==> src/rtl/top_level.sv <==
// Half-precision adder; FLT_SUB_EN enables signed subtraction. Operands come from DM1.Core[8..11]; result goes to Core[12..13].
// Return rises 10 edges after Start is sampled, on the Core[13] write. It then holds until Reset; there is no backpressure.

module data_mem (
  input  logic       Clk,
  input  logic       we,
  input  logic [7:0] addr,
  input  logic [7:0] wdata,
  output logic [7:0] rdata
);
  logic [7:0] Core [0:255];

  assign rdata = Core[addr];

  always_ff @(posedge Clk) begin
    if (we) Core[addr] <= wdata;
  end
endmodule

module top_level (
  input  logic Clk,
  input  logic Reset,
  input  logic Start,
  output logic Return
);
  typedef enum logic [2:0] {
    IDLE  = 3'd0,
    RD    = 3'd1,
    ALIGN = 3'd2,
    ADD   = 3'd3,
    NORM  = 3'd4,
    WR_LO = 3'd5,
    WR_HI = 3'd6,
    DONE  = 3'd7
  } state_t;

  state_t      state;
  logic [1:0]  cnt;
  logic [15:0] a_reg;
  logic [14:0] b_reg;
  logic [10:0] big_m, sm_m, norm_m;
  logic [5:0]  exp_r, norm_e;
  logic [11:0] sum_r;
  logic        sign_r, sub_op, norm_step, zero_r, uflow_r;
  logic [15:0] res_r;
`ifdef FLT_SUB_EN
  logic        b_sign;
  logic [3:0]  lz;
`endif

  logic       mem_we;
  logic [7:0] mem_addr, mem_wdata, rd_data;

  data_mem DM1 (
    .Clk   (Clk),
    .we    (mem_we),
    .addr  (mem_addr),
    .wdata (mem_wdata),
    .rdata (rd_data)
  );

  always_comb begin
    mem_we    = 1'b0;
    mem_addr  = 8'd8 + {6'd0, cnt};
    mem_wdata = res_r[7:0];
    if (state == WR_LO) begin
      mem_we   = 1'b1;
      mem_addr = 8'd12;
    end else if (state == WR_HI) begin
      mem_we    = 1'b1;
      mem_addr  = 8'd13;
      mem_wdata = res_r[15:8];
    end
  end

  logic [4:0]  ea, eb, ediff;
  logic [10:0] ma, mb, sm_raw, sm_shift;
  logic        a_big;

  always_comb begin
    ea       = a_reg[14:10];
    eb       = b_reg[14:10];
    ma       = {|ea, a_reg[9:0]};
    mb       = {|eb, b_reg[9:0]};
    a_big    = (ea >= eb);
    ediff    = a_big ? (ea - eb) : (eb - ea);
    sm_raw   = a_big ? mb : ma;
    // Truncating alignment: bits shifted past the LSB are simply lost.
    sm_shift = (ediff >= 5'd11) ? 11'd0 : (sm_raw >> ediff);
  end

`ifdef FLT_SUB_EN
  always_comb begin
    lz = 4'd11;
    for (int i = 0; i < 11; i++) begin
      if (sum_r[i]) lz = 4'(10 - i);
    end
  end
`endif

  always_ff @(posedge Clk or negedge Reset) begin
    if (!Reset) begin
      state     <= IDLE;
      Return    <= 1'b0;
      cnt       <= 2'd0;
      a_reg     <= 16'd0;
      b_reg     <= 15'd0;
      big_m     <= 11'd0;
      sm_m      <= 11'd0;
      norm_m    <= 11'd0;
      exp_r     <= 6'd0;
      norm_e    <= 6'd0;
      sum_r     <= 12'd0;
      sign_r    <= 1'b0;
      sub_op    <= 1'b0;
      norm_step <= 1'b0;
      zero_r    <= 1'b0;
      uflow_r   <= 1'b0;
      res_r     <= 16'd0;
`ifdef FLT_SUB_EN
      b_sign    <= 1'b0;
`endif
    end else begin
      case (state)
        IDLE: begin
          if (Start) begin
            state <= RD;
            cnt   <= 2'd0;
          end
        end
        RD: begin
          case (cnt)
            2'd0: a_reg[7:0]  <= rd_data;
            2'd1: a_reg[15:8] <= rd_data;
            2'd2: b_reg[7:0]  <= rd_data;
            2'd3: begin
              b_reg[14:8] <= rd_data[6:0];
`ifdef FLT_SUB_EN
              b_sign      <= rd_data[7];
`endif
            end
          endcase
          cnt <= cnt + 2'd1;
          if (cnt == 2'd3) state <= ALIGN;
        end
        ALIGN: begin
          big_m <= a_big ? ma : mb;
          sm_m  <= sm_shift;
          exp_r <= {1'b0, (a_big ? ea : eb)};
`ifdef FLT_SUB_EN
          sub_op <= a_reg[15] ^ b_sign;
          sign_r <= ((a_reg[15] ^ b_sign) && (b_reg > a_reg[14:0])) ? b_sign : a_reg[15];
`else
          sub_op <= 1'b0;
          sign_r <= a_reg[15];
`endif
          state <= ADD;
        end
        ADD: begin
          if (sub_op)
            sum_r <= (big_m >= sm_m) ? {1'b0, big_m - sm_m} : {1'b0, sm_m - big_m};
          else
            sum_r <= {1'b0, big_m} + {1'b0, sm_m};
          norm_step <= 1'b0;
          state     <= NORM;
        end
        NORM: begin
          if (!norm_step) begin
            zero_r  <= 1'b0;
            uflow_r <= 1'b0;
            norm_m  <= sum_r[10:0];
            norm_e  <= exp_r;
            if (sum_r[11]) begin
              norm_m <= sum_r[11:1];
              norm_e <= exp_r + 6'd1;
            end
`ifdef FLT_SUB_EN
            else if (sub_op) begin
              if (sum_r == 12'd0)
                zero_r <= 1'b1;
              else if (exp_r <= {2'd0, lz})
                uflow_r <= 1'b1;
              else begin
                norm_m <= sum_r[10:0] << lz;
                norm_e <= exp_r - {2'd0, lz};
              end
            end
`endif
            norm_step <= 1'b1;
          end else begin
            // Second NORM cycle packs the result: zero/underflow flush first, then saturation.
            if (zero_r)
              res_r <= 16'h0000;
            else if (uflow_r)
              res_r <= {sign_r, 15'd0};
            else if (norm_e >= 6'd31)
              res_r <= {sign_r, 5'h1f, 10'd0};
            else
              res_r <= {sign_r, norm_e[4:0], norm_m[9:0]};
            state <= WR_LO;
          end
        end
        WR_LO: state <= WR_HI;
        WR_HI: begin
          state  <= DONE;
          Return <= 1'b1;
        end
        DONE: state <= DONE;
        default: state <= IDLE;
      endcase
    end
  end
endmodule

==> config.mk <==
export PLATFORM = sky130hd
export DESIGN_NAME = top_level
export DESIGN_NICKNAME = d
export VERILOG_FILES = /design/src/rtl/top_level.sv
export SDC_FILE = /design/constraint.sdc
export NUM_CORES = 1
export LEC_CHECK = 0
export BUFFER_PORTS_ARGS = -buffer_cell sky130_fd_sc_hd__buf_2
export CAP_MARGIN = 40
export CORE_AREA = 2 2 39 41
export CTS_CLUSTER_DIAMETER = 30
export CTS_CLUSTER_SIZE = 40
export DETAILED_ROUTE_END_ITERATION = 8
export DIE_AREA = 0 0 41 43
export MAX_ROUTING_LAYER = met4
export SYNTH_ARGS = -nofsm -noshare
export SYNTH_HDL_FRONTEND = slang
export SYNTH_SLANG_ARGS = --single-unit
==> constraint.sdc <==
create_clock -name Clk -period 1.6 [get_ports Clk]
set_clock_uncertainty 0.05 [all_clocks]
set_input_delay 0.32 -clock Clk [delete_from_list [all_inputs] [get_ports Clk]]
set_output_delay 0.32 -clock Clk [all_outputs]
set_load 0.01 [all_outputs]
==> summary.md <==
| Metric | Value |
|---|---|
| ANT nets after route | 0 |
| Routability congestion estimate | 0.7504 |
| Cell Area, Synth | 309.0 sq um |
| Chip height | 43 microns |
| Non-filler cells, final | 50 |
| Final WL | 548 microns |
| FF-to-FF path depth | 3 |
| Synth warn | 0 |
| Routed vias | 234 |
| Boundary Pins | 4 |
| WP buf/inv | 1 |
| Grt total ovfl | 0 |
| Pins over their slew limit | 0 |
| Initial core utilization | 0.2233 |
| NumNets Final | 39 |
| Worst path required time | 1.71 ns |
| Top-area cell type share of the netlist area | 0.5668 |
| TritonCTS Buffers | 3 |
| Sequential area share after synthesis | 0.5668 |
| HP Class | primary input to flop |
| Pwr/cell area | 921.9 nW/um^2 |
| Final Hold Fails | 0 |
| Gr usage total | 0.09242 |
| Syn Inst Count | 27 |
| Synth area leaders | dfrtp_1 (57%), mux2i_1 (6.5%), o21ai_0 (6.5%) |
| Reg-to-Reg End | state[0]$_DFFE_PN0P_ |
| First-pass GRT wire length | 966 microns |
| Layout area overhead | 21.86% |
| Initial antenna violation count | 0 |
| # resized after CTS | 0 |
| Hold Path Stages | 3 |
| Setup crit start | state[0]$_DFFE_PN0P_ |
| Largest fanout on the critical path | 6 |
| Top delay family on crit path | simple AND/OR/NAND/NOR gates |
| Setup-failing EPs final | 0 |
| Worst-Margin Slew | 0.2890 ns |
| FF-to-FF setup slack | 0.32 ns |
| Tcrit/Tclk final | 0.8003 |
| Fmax | 780.9 MHz |
| Core box area | 1384 sq um |
| H-tree levels | 1 |
| Row Count | 14 |
| Worst EP arrival | 1.39 ns |
| Max Root-Sink Buffers | 2 |
| Die area | 1763 sq um |
| Distinct cells, synth | 16 |
| ANT cells | 0 |
| First-pass DRT Iterations | 4 |
| Die X | 41 microns |
| Slowest-stage cell, CP | or4_1 |
| Largest net degree at the start of global routing | 11 |
| Fillers | 150 |
| Hold Slack | 0.3707 ns |
| Clk Latency, worst-skew pair | 0.25 ns |
| Hold_sp | Start |
| Unrepaired setup endpoints after global routing | no |
| Dominant cell type by area after synthesis | dfrtp_1 |
| Max VDD drop | 0.5089 mV |
| Placed Instances | 45 |
| WS Path Type | flop to flop |
| CTS root buffer | clkbuf_4 |
| Synth Register Bits | 7 |
| Clk slew on worst S/H paths | 0.05 ns |
| CP endpoint kind | flop |
| Final setup TNS | 0 ns |
| CP max stage delay | 0.50 ns |
| PortBufs | 3 |
| CP Launch Type | flop |
| DRT iter0 DRCs | 4 |
| DR vias/cell | 4.680 |
| DRC violation count after routing | 0 |
| Layout cells sized above 1 | 0.2647 |
| Wirelength per Cell | 10.96 microns |
| Synth Net Count | 31 |
| P_leak | 0.1806 nW |
| Final Util | 0.2722 |
| Mapped Avg Cell Area | 11.45 sq um |
| Slew headroom | 0.8073 |
| R2R Path Start | state[0]$_DFFE_PN0P_ |
| Crit path time final | 1.281 ns |
| Status | finished clean |
| CTS sink cnt | 7 |
| Max capacitance violation total | 0 |
| CTS tree | yes |
| CP Cell Sequence | inv_2 > or4_1 > o211ai_1 |
| Vias in the first global route | 206 |
| Hold path endpoint | state[0]$_DFFE_PN0P_ |
==> report_power, final <==
part | leakage (nW) | internal [W] | switching [W]
clock | 0.0150 | 0.0000953 | 0.0000668
combinational | 0.0939 | 0.00000341 | 0.00000444
sequential | 0.0717 | 0.000177 | 0
==> Yosys cell counts (all sizes together) <==
master,number
clkbuf,1
ha,1
o211ai,1
a32o,1
dfrtp,7
o21ai,4
a21oi,2
a31o,1
or4,1
nor4,1
inv,2
mux2i,2
a21o,2
nor2,1
==> per-layer routing <==
| layer | wire length, microns | global-route usage |
|---|---|---|
| met5 | 0 | - |
| met4 | 33 | 0.1200 |
| met2 | 202 | 0.08125 |
| met3 | 32 | 0.01571 |
| met1 | 279 | 0.1391 |
==> area by class of cell <==
class,instances,area [sq um],share of cell area
multi-input cells,17,122.6,0.3256
clock buffers,4,26.28,0.06977
inverters,2,7.507,0.01993
well taps,16,20.02,0.05316
flip-flops and latches,7,175.2,0.4651
repair buffers,4,25.02,0.06645
==> timing repair <==
item | in CTS | in global routing
hold buffers | 1 | 0
endpoints found under the hold margin | 7 | 0
setup buffers | 0 | 0
==> through the flow <==
stage	instance area (sq um)	setup slack, ns	power [W]
2_1_floorplan	309.0	0.3901	0.0001804
3_3_place_gp	340.3	0.3209	0.0001864
3_5_place_dp	340.3	0.3291	0.0001865
4_1_cts	376.6	0.3124	0.0003545
5_1_grt	376.6	0.2485	0.0003663
6_report	376.6	0.3195	0.0003472
==> registers in the layout, indices dropped and copies added, names as in the netlist <==
register / flops
Return: 1
cnt: 2
norm_step: 1
state: 3
==> cells by family after synthesis <==
family / count (synthesis) / share of synthesized area
simple gates: 3 / 0.05669
mux: 2 / 0.06478
compound gates: 11 / 0.2349
buf+inv: 3 / 0.03640
fa+ha+maj: 1 / 0.04048
flops: 7 / 0.5668
==> layout by cell type (no fill, tap or decap) <==
| master | instances |
|---|---|
| inv_1 | 1 |
| a21o_2 | 1 |
| dfrtp_1 | 7 |
| nor2_1 | 1 |
| clkbuf_4 | 3 |
| clkbuf_1 | 1 |
| o211ai_1 | 1 |
| a21o_1 | 1 |
| mux2i_1 | 2 |
| ha_1 | 1 |
| a31o_2 | 1 |
| or4_1 | 1 |
| a21oi_1 | 2 |
| inv_2 | 1 |
| dlygate4sd3_1 | 1 |
| o21ai_0 | 4 |
| nor4_1 | 1 |
| a32o_1 | 1 |
| buf_2 | 3 |
==> worst max path at each step <==
stage	to	slack (ns)	cells after the start
finish	state[0]$_DFFE_PN0P_	0.32	3
global route	state[0]$_DFFE_PN0P_	0.25	3
CTS	state[0]$_DFFE_PN0P_	0.31	3
detailed placement	state[0]$_DFFE_PN0P_	0.33	3
global placement	state[0]$_DFFE_PN0P_	0.32	3
floorplan	state[0]$_DFFE_PN0P_	0.39	3
==> tightest hold or removal path, stage by stage <==
cell	delay (ns)
buf_2	0.09
mux2i_1	0.06
o211ai_1	0.16
Power figures use the tool's default switching activity.
